==> src/rtl/ro_compare_counter.sv <==
// Ring-oscillator PUF comparator: counts synchronised rising edges of two
// oscillators over a fixed window and reports which channel ran faster.
module ro_compare_counter #(
    parameter int WIDTH       = 8,
    parameter int WINDOW      = 800,
    parameter int SYNC_STAGES = 2
) (
    input  logic             clk,
    input  logic             reset,
    input  logic             start,
    input  logic             ro_a,
    input  logic             ro_b,
    output logic [WIDTH-1:0] count_a,
    output logic [WIDTH-1:0] count_b,
    output logic             busy,
    output logic             done,
    output logic             response,
    output logic             tie,
    output logic             overflow
);

    // state  | meaning
    // IDLE   | waiting for start, results held
    // SETTLE | flushing synchronisers, edges ignored
    // COUNT  | window running, edges counted
    // DONE   | results valid, done pulse
    typedef enum logic [1:0] {IDLE, SETTLE, COUNT, DONE} state_t;

    localparam int WIN_W = $clog2(WINDOW + 1);
    localparam int SET_W = $clog2(SYNC_STAGES + 1);

    state_t                 state_q, state_d;
    logic [SYNC_STAGES-1:0] sync_a_q, sync_a_d, sync_b_q, sync_b_d;
    logic                   prev_a_q, prev_a_d, prev_b_q, prev_b_d;
    logic [SET_W-1:0]       set_cnt_q, set_cnt_d;
    logic [WIN_W-1:0]       win_cnt_q, win_cnt_d;
    logic [WIDTH-1:0]       count_a_q, count_a_d, count_b_q, count_b_d;
    logic                   done_q, done_d;
    logic                   response_q, response_d;
    logic                   tie_q, tie_d;
    logic                   overflow_q, overflow_d;
    logic                   edge_a, edge_b;

    assign edge_a = sync_a_q[SYNC_STAGES-1] & ~prev_a_q;
    assign edge_b = sync_b_q[SYNC_STAGES-1] & ~prev_b_q;

    always_comb begin
        sync_a_d = {sync_a_q[SYNC_STAGES-2:0], ro_a};
        sync_b_d = {sync_b_q[SYNC_STAGES-2:0], ro_b};
        prev_a_d = sync_a_q[SYNC_STAGES-1];
        prev_b_d = sync_b_q[SYNC_STAGES-1];
    end

    always_comb begin
        state_d    = state_q;
        set_cnt_d  = set_cnt_q;
        win_cnt_d  = win_cnt_q;
        count_a_d  = count_a_q;
        count_b_d  = count_b_q;
        done_d     = 1'b0;
        response_d = response_q;
        tie_d      = tie_q;
        overflow_d = overflow_q;
        case (state_q)
            IDLE: begin
                if (start) begin
                    state_d    = SETTLE;
                    set_cnt_d  = SET_W'(SYNC_STAGES);
                    count_a_d  = '0;
                    count_b_d  = '0;
                    response_d = 1'b0;
                    tie_d      = 1'b0;
                    overflow_d = 1'b0;
                end
            end
            SETTLE: begin
                if (set_cnt_q == '0) begin
                    state_d   = COUNT;
                    win_cnt_d = WIN_W'(WINDOW - 1);
                end else begin
                    set_cnt_d = set_cnt_q - SET_W'(1);
                end
            end
            COUNT: begin
                if (edge_a) begin
                    if (count_a_q == '1) overflow_d = 1'b1;
                    else                 count_a_d  = count_a_q + WIDTH'(1);
                end
                if (edge_b) begin
                    if (count_b_q == '1) overflow_d = 1'b1;
                    else                 count_b_d  = count_b_q + WIDTH'(1);
                end
                // Compare on the post-increment values so the final window cycle is included.
                if (win_cnt_q == '0) begin
                    state_d    = DONE;
                    done_d     = 1'b1;
                    response_d = (count_a_d > count_b_d);
                    tie_d      = (count_a_d == count_b_d);
                end else begin
                    win_cnt_d = win_cnt_q - WIN_W'(1);
                end
            end
            DONE: begin
                state_d = IDLE;
            end
            default: begin
                state_d = IDLE;
            end
        endcase
    end

    always_ff @(posedge clk or negedge reset) begin
        if (!reset) begin
            state_q    <= IDLE;
            sync_a_q   <= '0;
            sync_b_q   <= '0;
            prev_a_q   <= 1'b0;
            prev_b_q   <= 1'b0;
            set_cnt_q  <= '0;
            win_cnt_q  <= '0;
            count_a_q  <= '0;
            count_b_q  <= '0;
            done_q     <= 1'b0;
            response_q <= 1'b0;
            tie_q      <= 1'b0;
            overflow_q <= 1'b0;
        end else begin
            state_q    <= state_d;
            sync_a_q   <= sync_a_d;
            sync_b_q   <= sync_b_d;
            prev_a_q   <= prev_a_d;
            prev_b_q   <= prev_b_d;
            set_cnt_q  <= set_cnt_d;
            win_cnt_q  <= win_cnt_d;
            count_a_q  <= count_a_d;
            count_b_q  <= count_b_d;
            done_q     <= done_d;
            response_q <= response_d;
            tie_q      <= tie_d;
            overflow_q <= overflow_d;
        end
    end

    assign count_a  = count_a_q;
    assign count_b  = count_b_q;
    assign busy     = (state_q == SETTLE) || (state_q == COUNT);
    assign done     = done_q;
    assign response = response_q;
    assign tie      = tie_q;
    assign overflow = overflow_q;

endmodule

==> config.mk <==
export PLATFORM = sky130hd
export DESIGN_NAME = ro_compare_counter
export DESIGN_NICKNAME = d
export VERILOG_FILES = /design/src/rtl/ro_compare_counter.sv
export SDC_FILE = /design/constraint.sdc
export NUM_CORES = 1
export LEC_CHECK = 0
export ABC_AREA = 1
export CORE_AREA = 2 2 87 56
export CTS_CLUSTER_SIZE = 10
export DETAILED_ROUTE_END_ITERATION = 10
export DIE_AREA = 0 0 89 58
export PLACE_DENSITY = 0.82
export SETUP_SLACK_MARGIN = 0.02
export SYNTH_ARGS = -nofsm -noshare
export SYNTH_HDL_FRONTEND = slang
export SYNTH_SLANG_ARGS = --single-unit
==> constraint.sdc <==
create_clock -name clk -period 6.7 [get_ports clk]
set_clock_uncertainty 0.2 [all_clocks]
set_input_delay 1.005 -clock clk [delete_from_list [all_inputs] [get_ports clk]]
set_output_delay 1.005 -clock clk [all_outputs]
set_load 0.005 [all_outputs]
==> summary.txt, run 1 <==
Clock tree
  – CTS Sinks: 40
  – CTS tree: done
  – H-tree levels: 2
  – CTS Hold Bufs: 0
  – CTS Root Cell: clkbuf_8
  – Clock transition at the registers of the reported paths: 0.08 ns
  – CTS Buffer Depth: 2
  – # resized after CTS: 0
  – Num CTS Buffers: 5
  – Clock Latency Late Sink: 0.30 ns
  – # Post-CTS Setup Buffers: 0

Timing
  – Worst hold margin: around 0.16 ns
  – Slew margin rel.: 41.4%
  – Slew @ Worst Pin: just under 0.9 ns
  – Highest attainable clock frequency: between 300 and 400 MHz
  – Setup violators final: 0
  – Slew Viols, Final: 0
  – RSZ-0062 raised after global routing: no
  – Setup tns final: 0 ns
  – Final Hold Vio Count: 0
  – Final Cycle Share: between 40% and 50%
  – Min Tclk post-route: 3.14 ns

Global route
  – First-pass GRT wire length: 9200 um
  – Initial antenna violation count: 0
  – Grt ovf: 0
  – Vias in the first global route: ~2k
  – Largest net degree at the start of global routing: between 40 and 50
  – GRT Util Overall: 23.2%

Drt
  – DR iter-0 viols: 172
  – Mean routed wirelength per cell: 11.9 um
  – First drt pass iteration count: 5
  – Antenna-violating nets left: 0
  – Number of remaining DRC errors: 0
  – Vias per cell: slightly below 5
  – WL final: approximately 5300 um
  – Detailed-route via count: between 2k and 2.5k

Floorplanning
  – Total die area: just over 5000 sq um
  – Starting density of the core: between 50% and 60%
  – Num ports: 26
  – Core area: about 4400 sq um
  – Die span in x: between 80 and 90 um
  – Rows: 19
  – Die Y: 58 um

Synth
  – Synthesized net count: between 300 and 400
  – Async SR Flop Fraction: between 90% and 100%
  – Post-synth cell types: 25
  – Synth top area cells: dfrtp_1, nand2_1, inv_1
  – Largest family of logic cells by synthesized area: simple AND/OR/NAND/NOR gates
  – Seq cells post-synth: 40
  – Post-synthesis simple-gate area fraction: ~35%
  – Area leader, netlist: dfrtp_1
  – Syn. warnings: 0
  – EDFF count, synth: 0
  – Post-Syn Instances: ~350
  – Compound-Gate Fraction of Synth Area: around 5.6%
  – Register area share after synthesis: between 30% and 40%
  – Commonest cells in the synthesized netlist: nand2_1, inv_1, dfrtp_1
  – Synthesized area: about 2500 sq um
  – Synth Flop Type: dfrtp_1
  – Post-Synth Adder-Cell Area: under 10%
  – Mux cell area share after synthesis: 0%
  – Share of the synthesized area in the top cell type: 39.6%
  – XOR/XNOR Fraction of Synth Area: approximately 2.1%
  – Syn_area_per_cell: 7.13 sq um
  – Top-count cell post-synth: nand2_1

Cells and area
  – N_diodes: 0
  – Share of cells above drive strength 1: roughly 4.5%
  – Area delta synth->final: 16.1%
  – NumNets Final: 402

Placement
  – Hpwl dp: about 4000 um
  – GPL Wtd Cong: just under 0.9
  – I/O Buffers: 25

Power and ir drop
  – P_leak: 1.56 nW
  – Pwr dens: between 300 and 400 nW/um^2
  – Worst vdd ir: just under 0.3 mV

Setup path
  – CP Launch Type: input port
  – Required time of the critical path: roughly 6.7 ns
  – Endpoint type of the worst setup path: flip-flop
  – Crit path DAT: approximately 3.2 ns
  – Crit path kind: input port to flip-flop
  – Critical path fanouts, max: 17

Status
  – Outcome: finished, final reports clean

Worst hold path
  – Hold Path Class: flip-flop to flip-flop

Job
  – Max Cap Violations: 0
[power breakdown]
| group | leakage [nW] | internal, mW | switching (mW) |
|---|---|---|---|
| combinational | 0.993 | 0.173 | 0.291 |
| clock | 0.0541 | 0.110 | 0.0898 |
| sequential | 0.514 | 0.298 | 0.0524 |
| total | 1.56 | 0.581 | 0.433 |
[logic make-up after synthesis]
family / Yosys count
XOR/XNOR: 6
adder cells (fa/ha/maj): 16
buffers and inverters: 60
flip-flops: 40
AND/OR/NAND/NOR: 207
AO/OA/AOI/OAI: 25
[worst max-delay path, cell delays in order]
cell and delay [ns]:
clkdlybuf4s50_1 0.43, nor2_1 0.25, nor2_2 0.20, nor2_1 0.67, inv_1 0.33, nand2_1 0.17, nand2_1 0.06, nand2_1 0.06
[per-stage QoR]
step	instance area, sq um	std cells	utilization [%]	power (mW)	setup WS, ns
2_1_floorplan	2520	354	-	0.695	4.53
3_3_place_gp	2820	437	64.5	0.799	3.42
3_5_place_dp	2820	437	64.5	0.817	3.29
4_1_cts	2930	445	67.0	1.02	3.62
5_1_grt	2930	445	67.0	1.11	3.41
6_report	2930	445	67.0	1.01	3.56
[final cells by class]
type | instances | area, sq um
tap | 63 | 78.8
inverter | 55 | 206
timing repair buffer | 25 | 245
multi-input combinational | 254 | 1290
clock inverter | 3 | 42.5
clock buffer | 5 | 68.8
sequential | 40 | 1000
fill | 381 | 1440
[placed cells by master, fill, tap and decap left out]
master and n:
a21o_1 2, a21oi_1 4, a22oi_1 1, and2_1 2, buf_2 1, bufinv_16 1
clkbuf_8 5, clkdlybuf4s50_1 24, clkinv_2 1, clkinvlp_4 1, dfrtp_1 40, ha_1 16
inv_1 55, nand2_1 122, nand2_4 1, nand3_1 37, nand3_2 2, nand3b_1 3
nand4_1 10, nor2_1 26, nor2_2 3, o211ai_1 1, o21ai_0 15, o21ai_2 1
o21bai_1 1, or2_2 1, xnor2_1 2, xor2_1 4
[metal layers]
layer / vias up / GRT usage (%) / share of wire (%) / wire length (um)
li1: 1163 / - / - / -
met1: 966 / 37.0 / 52 / 2770
met2: 77 / 31.7 / 40 / 2110
met3: 7 / 5.56 / 6.9 / 368
met4: 0 / 5.97 / 0.98 / 52
met5: - / 0 / 0 / 0
[sequential cells by signal, indices dropped and copies added, names as in the netlist]
name / cells
win_cnt_q: 10
state_q: 2
count_b: 8
tie: 1
done: 1
response: 1
prev_b_q: 1
sync_a_q: 2
sync_b_q: 2
overflow: 1
count_a: 8
prev_a_q: 1
set_cnt_q: 2
[path summary, 6_finish.rpt]
check	start	end	slack, ns	cells past startpoint
setup reg to reg	state_q[0]	tie	3.74	9
hold / removal	sync_b_q[0]	sync_b_q[1]	0.16	0
setup / recovery	start	tie	3.56	8
max in group asynchronous	reset	count_a[4]	5.13	1
min in group asynchronous	reset	win_cnt_q[5]	0.63	1
hold reg to reg	sync_b_q[0]	sync_b_q[1]	0.16	0
Note: power is estimated with default switching activity, not from simulation.
==> run 2: changes to the inputs <==
Settings changed: CORE_AREA 2 2 87 56 to 2 2 94 60, DIE_AREA 0 0 89 58 to 0 0 96 62, PLACE_DENSITY 0.82 to 0.74.
Clock period 6.7 ns to 2.8 ns, I/O delays scaled along.
==> run 2 against run 1 <==
Clock power rose by 100%. Via count rose by 2.6%. Cell area rose by 0.47%. Sequential share of layout area fell by 0.16 points. Routed wire length rose by 3.8%. Global-route usage fell by 2.5 points. Count of clock-buffer cells in the layout rose by 1. Largest cell class unchanged.
==> summary.txt, run 2 (synthesized netlist as in run 1, its figures left out) <==
Status
  – Outcome: finished, final reports clean

Placement
  – Hpwl dp: about 4100 um
  – Placed Cells: 446
  – GPL Wtd Cong: about 0.83
  – Placed cell area: between 2000 and 3000 sq um
  – I/O Buffers: 25

Cells and area
  – Multi-input logic area: 1290 sq um
  – Commonest non-fill, non-tap cell in the layout: nand2_1
  – Design area: 2950 sq um
  – FF/Latch Area: approximately 1000 sq um
  – Most frequent cells in the layout: nand2_1, inv_1, dfrtp_1, nand3_1, nor2_1
  – Largest reg by FF count: win_cnt_q
  – Final core utilization: 56.3%
  – Finished Layout Cells: about 450
  – NumNets Final: about 410
  – Area delta synth->final: 16.6%
  – Share of cells above drive strength 1: approximately 5.5%
  – N_diodes: 0
  – Fill cell count: 498
  – Max reg flops: 10

Setup path
  – Endpoint type of the worst setup path: flip-flop
  – CP Launch Type: flip-flop
  – Required time of the critical path: around 2.8 ns
  – Crit path kind: flip-flop to flip-flop
  – Critical path fanouts, max: 10
  – Crit path DAT: ~2.5 ns

Timing
  – Slew Viols, Final: 0
  – Final Cycle Share: 89.2%
  – Highest attainable clock frequency: ~400 MHz
  – Slew margin rel.: between 40% and 50%
  – Slew @ Worst Pin: about 0.9 ns
  – Final Hold Vio Count: 0
  – RSZ-0062 raised after global routing: no
  – Setup tns final: 0 ns
  – Min Tclk post-route: 2.50 ns
  – Setup violators final: 0
  – Worst hold margin: ~0.056 ns

Drt
  – Antenna-violating nets left: 0
  – Number of remaining DRC errors: 0
  – First drt pass iteration count: 4
  – Vias per cell: approximately 5.0
  – DR iter-0 viols: approximately 120
  – WL final: between 5000 and 6000 um
  – Mean routed wirelength per cell: 12.1 um
  – Detailed-route via count: between 2k and 2.5k

Floorplanning
  – Die Y: around 62 um
  – Starting density of the core: about 48%
  – Core area: between 5000 and 6000 sq um
  – Die span in x: 96 um
  – Total die area: 5950 sq um
  – Rows: 21
  – Num ports: 26

Global route
  – GRT Util Overall: just over 20%
  – Grt ovf: 0
  – First-pass GRT wire length: ~9500 um
  – Initial antenna violation count: 0
  – Largest net degree at the start of global routing: slightly above 40
  – Vias in the first global route: about 2.1k

Job
  – Max Cap Violations: 0

Power and ir drop
  – Worst vdd ir: 0.500 mV
  – P_leak: ~1.6 nW
  – Pwr dens: 814 nW/um^2

Clock tree
  – Num CTS Buffers: 5
  – CTS tree: done
  – CTS Sinks: 40
  – Clock Latency Late Sink: 0.29 ns
  – Clock transition at the registers of the reported paths: about 0.08 ns
  – H-tree levels: 2
  – # Post-CTS Setup Buffers: 0
  – CTS Buffer Depth: 2
  – CTS Root Cell: clkbuf_8

Worst hold path
  – Hold Path Class: input port to asynchronous set/reset pin
run 2: changes by cell type in the layout (fill, tap and decap cells not counted), sizes merged:
| cell | previous run | this run |
|---|---|---|
| buf | 1 | 4 |
| bufinv | 1 | 0 |
| clkbuf | 5 | 6 |
| clkinv | 1 | 2 |
| clkinvlp | 1 | 0 |
run 2: power breakdown:
group | total (mW) | internal (mW) | switching, mW
clock network | 0.405 | 0.197 | 0.208
registers | 0.838 | 0.712 | 0.126
logic | 1.15 | 0.435 | 0.718
run 2: layout make-up:
class                           instances  area share [%]
Clock buffer                            6            2.80
Timing Repair Buffer                   28            9.09
Tap cell                               69            2.93
Clock inverter                          2           0.340
Multi-Input combinational cell        254            43.8
Inverter                               55            7.01
Sequential cell                        40            34.0
run 2: through the flow:
step                power [mW]  worst slack [ns]
CTS                       2.40             0.243
global route              2.66             0.117
finish                    2.40             0.302
global placement          1.95             0.220
detailed placement        1.99             0.126
floorplan                 1.66             0.634
run 2: path summary, 6_finish.rpt:
path                       cells after the start        start  slack [ns]           to
max                                           12   count_b[0]        0.30     response
min                                            1        reset        0.06   state_q[0]
max reg2reg                                   12   count_b[0]        0.30     response
min reg2reg                                    0  sync_a_q[0]        0.16  sync_a_q[1]
max in group asynchronous                      1        reset        1.79   count_a[6]
min in group clk                               0  sync_a_q[0]        0.16  sync_a_q[1]
run 2: worst max-delay path, cell delays in order, from the launching register on:
cell and delay, ns:
dfrtp_1 0.43, ha_1 0.22, nand2_1 0.09, inv_1 0.14, nand3_2 0.20, nand4_1 0.16, nand2_1 0.09, ha_1 0.30
a21o_1 0.19, a21oi_1 0.16, nand2_1 0.09, nand3_1 0.08, nand2_1 0.05
run 2: what timing repair did:
action | 4_1_cts | 5_1_grt
endpoints found under the hold margin | 0 | 0
gates resized for setup | 0 | 1
setup endpoints to repair | 0 | 7
hold buffers | 0 | 0
run 2: metal layers:
metal / vias up / wire (um) / track usage [%] / part of all wire, %
li1: 1172 / - / - / -
met1: 1054 / 2980 / 31.1 / 54
met2: 40 / 2310 / 31.5 / 42
met3: 5 / 174 / 3.86 / 3.2
met4: 0 / 40 / 4.49 / 0.73
met5: - / 0 / 0 / 0
==> run 3: changes to the inputs <==
Settings changed: CELL_PAD_IN_SITES_DETAIL_PLACEMENT from default to 1, CELL_PAD_IN_SITES_GLOBAL_PLACEMENT from default to 1, CORE_AREA 2 2 94 60 to 2 2 110 69, DIE_AREA 0 0 96 62 to 0 0 112 71, PLACE_DENSITY 0.74 to default, PLACE_DENSITY_LB_ADDON from default to 0.1, SETUP_SLACK_MARGIN 0.02 to 0.15.
==> run 3 against run 2 <==
Critical path depth is the same. Global-route usage shrank 2.3 points. Largest cell class unchanged. Count of clock-buffer cells in the layout grew 1. Final cell count grew 5.5%. Sequential cell count is the same. Die area grew 34%. Register-to-register slack gained 0.02 ns. Cell area grew 5.0%. Non-clock buffer count grew 3. Clock power grew 73%. Sequential power is essentially flat. Combinational power grew 4%.
==> summary.txt, run 3 (synthesized netlist as in run 1, its figures left out) <==
Clock tree
  – Num CTS Buffers: 5
  – CTS Hold Bufs: 0
  – CTS Sinks: 40
  – CTS Root Cell: clkbuf_16
  – Clock transition at the registers of the reported paths: approximately 0.06 ns
  – CTS tree: done
  – H-tree levels: 2
  – CTS Buffer Depth: 2
  – Clock Latency Late Sink: around 0.28 ns

Floorplanning
  – Rows: 24
  – Die Y: between 70 and 80 um
  – Core area: between 7000 and 8000 sq um
  – Total die area: approximately 8000 sq um
  – Starting density of the core: 35.9%
  – Die span in x: 112 um
  – Num ports: 26

Drt
  – Antenna-violating nets left: 0
  – First drt pass iteration count: 5
  – Detailed-route via count: 2303
  – WL final: around 6700 um
  – Mean routed wirelength per cell: 14.0 um
  – Number of remaining DRC errors: 0
  – Vias per cell: around 4.8
  – DR iter-0 viols: about 90

Power and ir drop
  – Worst vdd ir: 0.376 mV
  – P_leak: ~1.6 nW
  – Switching part of the total: 40.6%
  – Sw power: ~1.1 mW
  – Combinational Power Share: a little over two fifths
  – Clock network power share: about a quarter
  – Internal power: 1.63 mW
  – Reg power frac: between 30 and 40%
  – Power Total: about 2.7 mW
  – Pwr dens: slightly below 900 nW/um^2

Timing
  – Final Hold Vio Count: 0
  – Min Tclk post-route: ~2.5 ns
  – Setup tns final: 0 ns
  – Slew Viols, Final: 0
  – Final Cycle Share: about nine tenths
  – Highest attainable clock frequency: just over 400 MHz
  – Slew margin rel.: between 30% and 40%
  – Slew @ Worst Pin: about 0.96 ns
  – Setup violators final: 0
  – RSZ-0062 raised after global routing: no

Cells and area
  – FF/Latch Area: 1000 sq um
  – N_diodes: 0
  – Area delta synth->final: 22.5%
  – Max reg flops: 10
  – Fill cell count: between 900 and 1k
  – Commonest non-fill, non-tap cell in the layout: nand2_1
  – Multi-input logic area: approximately 1300 sq um
  – NumNets Final: around 410
  – Most frequent cells in the layout: nand2_1, inv_1, dfrtp_1, nand3_1, nor2_1
  – Largest reg by FF count: win_cnt_q
  – Share of cells above drive strength 1: 6.19%

Placement
  – GPL Wtd Cong: 0.831
  – I/O Buffers: 25
  – Hpwl dp: a little under 5000 um

Setup path
  – Worst reg-to-reg path cell count: 12
  – Crit path kind: flip-flop to flip-flop
  – Setup crit end: tie
  – Reg2reg start: count_a[0]
  – Required time of the critical path: 2.82 ns
  – CP Launch Type: flip-flop
  – Crit path DAT: between 2 and 3 ns
  – Crit-path max cell delay: between 0.4 and 0.5 ns
  – Critical Path Source: count_a[0]
  – Sequence of cells on the critical path: ha_1, nand3_1, inv_1, nand4_1, buf_4, nand3_1, ha_1, nand2_1, nor2_1, nand4_1, nand3b_1, nand2_1
  – Critical path fanouts, max: 7
  – R2R setup slack: around 0.33 ns
  – Critical-path top delay cell: dfrtp_1
  – Reg2reg end: tie
  – Endpoint type of the worst setup path: flip-flop

Job
  – Max Cap Violations: 0

Global route
  – First-pass GRT wire length: 11800 um
  – Initial antenna violation count: 0
  – Vias in the first global route: 2411
  – GRT Util Overall: ~18%
  – Largest net degree at the start of global routing: 41
  – Grt ovf: 0

Status
  – Outcome: finished, final reports clean

Worst hold path
  – Hold Path Class: input port to asynchronous set/reset pin
==> run 3: cell type report <==
class | count | area share [%]
Clock buffer | 7 | 4.94
Inverter | 55 | 6.67
Sequential cell | 40 | 32.4
Multi-Input combinational cell | 254 | 42.0
Timing Repair Buffer | 31 | 9.39
Clock inverter | 1 | 0.971
Tap cell | 91 | 3.68
==> run 3: metal layers <==
metal / vias to the layer above / track usage [%] / part of all wire (%)
met5: - / 0 / 0
met4: 0 / 2.85 / 0.37
met3: 2 / 4.97 / 3.5
met2: 30 / 27.9 / 40
li1: 1179 / - / -
met1: 1092 / 26.9 / 56
==> run 3: stage by stage <==
stage               setup slack (ns)  instance area [sq um]  utilization, %  cells  hold WS [ns]
floorplan                      0.634                   2520               -    354       -0.0756
global placement               0.312                   2890            41.1    469         0.136
detailed placement             0.252                   2890            41.1    469         0.136
CTS                            0.236                   3070            43.7    477         0.122
global route                   0.161                   3090            44.0    479         0.157
finish                         0.327                   3090            44.0    479        0.0904
==> run 3: critical path, delay by kind of cell, from the launching register on <==
family	cells	cell delay [ns]
DFF	1	0.43
buffers and inverters	2	0.24
adders and majority gates	2	0.58
and+or+nand+nor	8	0.95
==> run 3: power groups by stage <==
stage	combinational (mW)	sequential [mW]	clock, mW
after CTS	1.22	0.842	0.724
after detailed placement	1.21	0.848	0
after global routing	1.41	0.865	0.750
after global placement	1.17	0.846	0
final	1.20	0.841	0.700
after floorplan	0.844	0.820	0
==> run 3: worst min-delay path by stage <==
stage                startpoint     endpoint
floorplan                 reset   count_a[0]
global placement    sync_a_q[0]  sync_a_q[1]
detailed placement  sync_a_q[0]  sync_a_q[1]
CTS                       reset   state_q[0]
global route        sync_a_q[0]  sync_a_q[1]
finish                    reset   state_q[0]
==> run 3: what timing repair did <==
action                     4_1_cts  5_1_grt
buffers inserted                 0        2
resized for setup                0        2
setup endpoints to repair        0        2
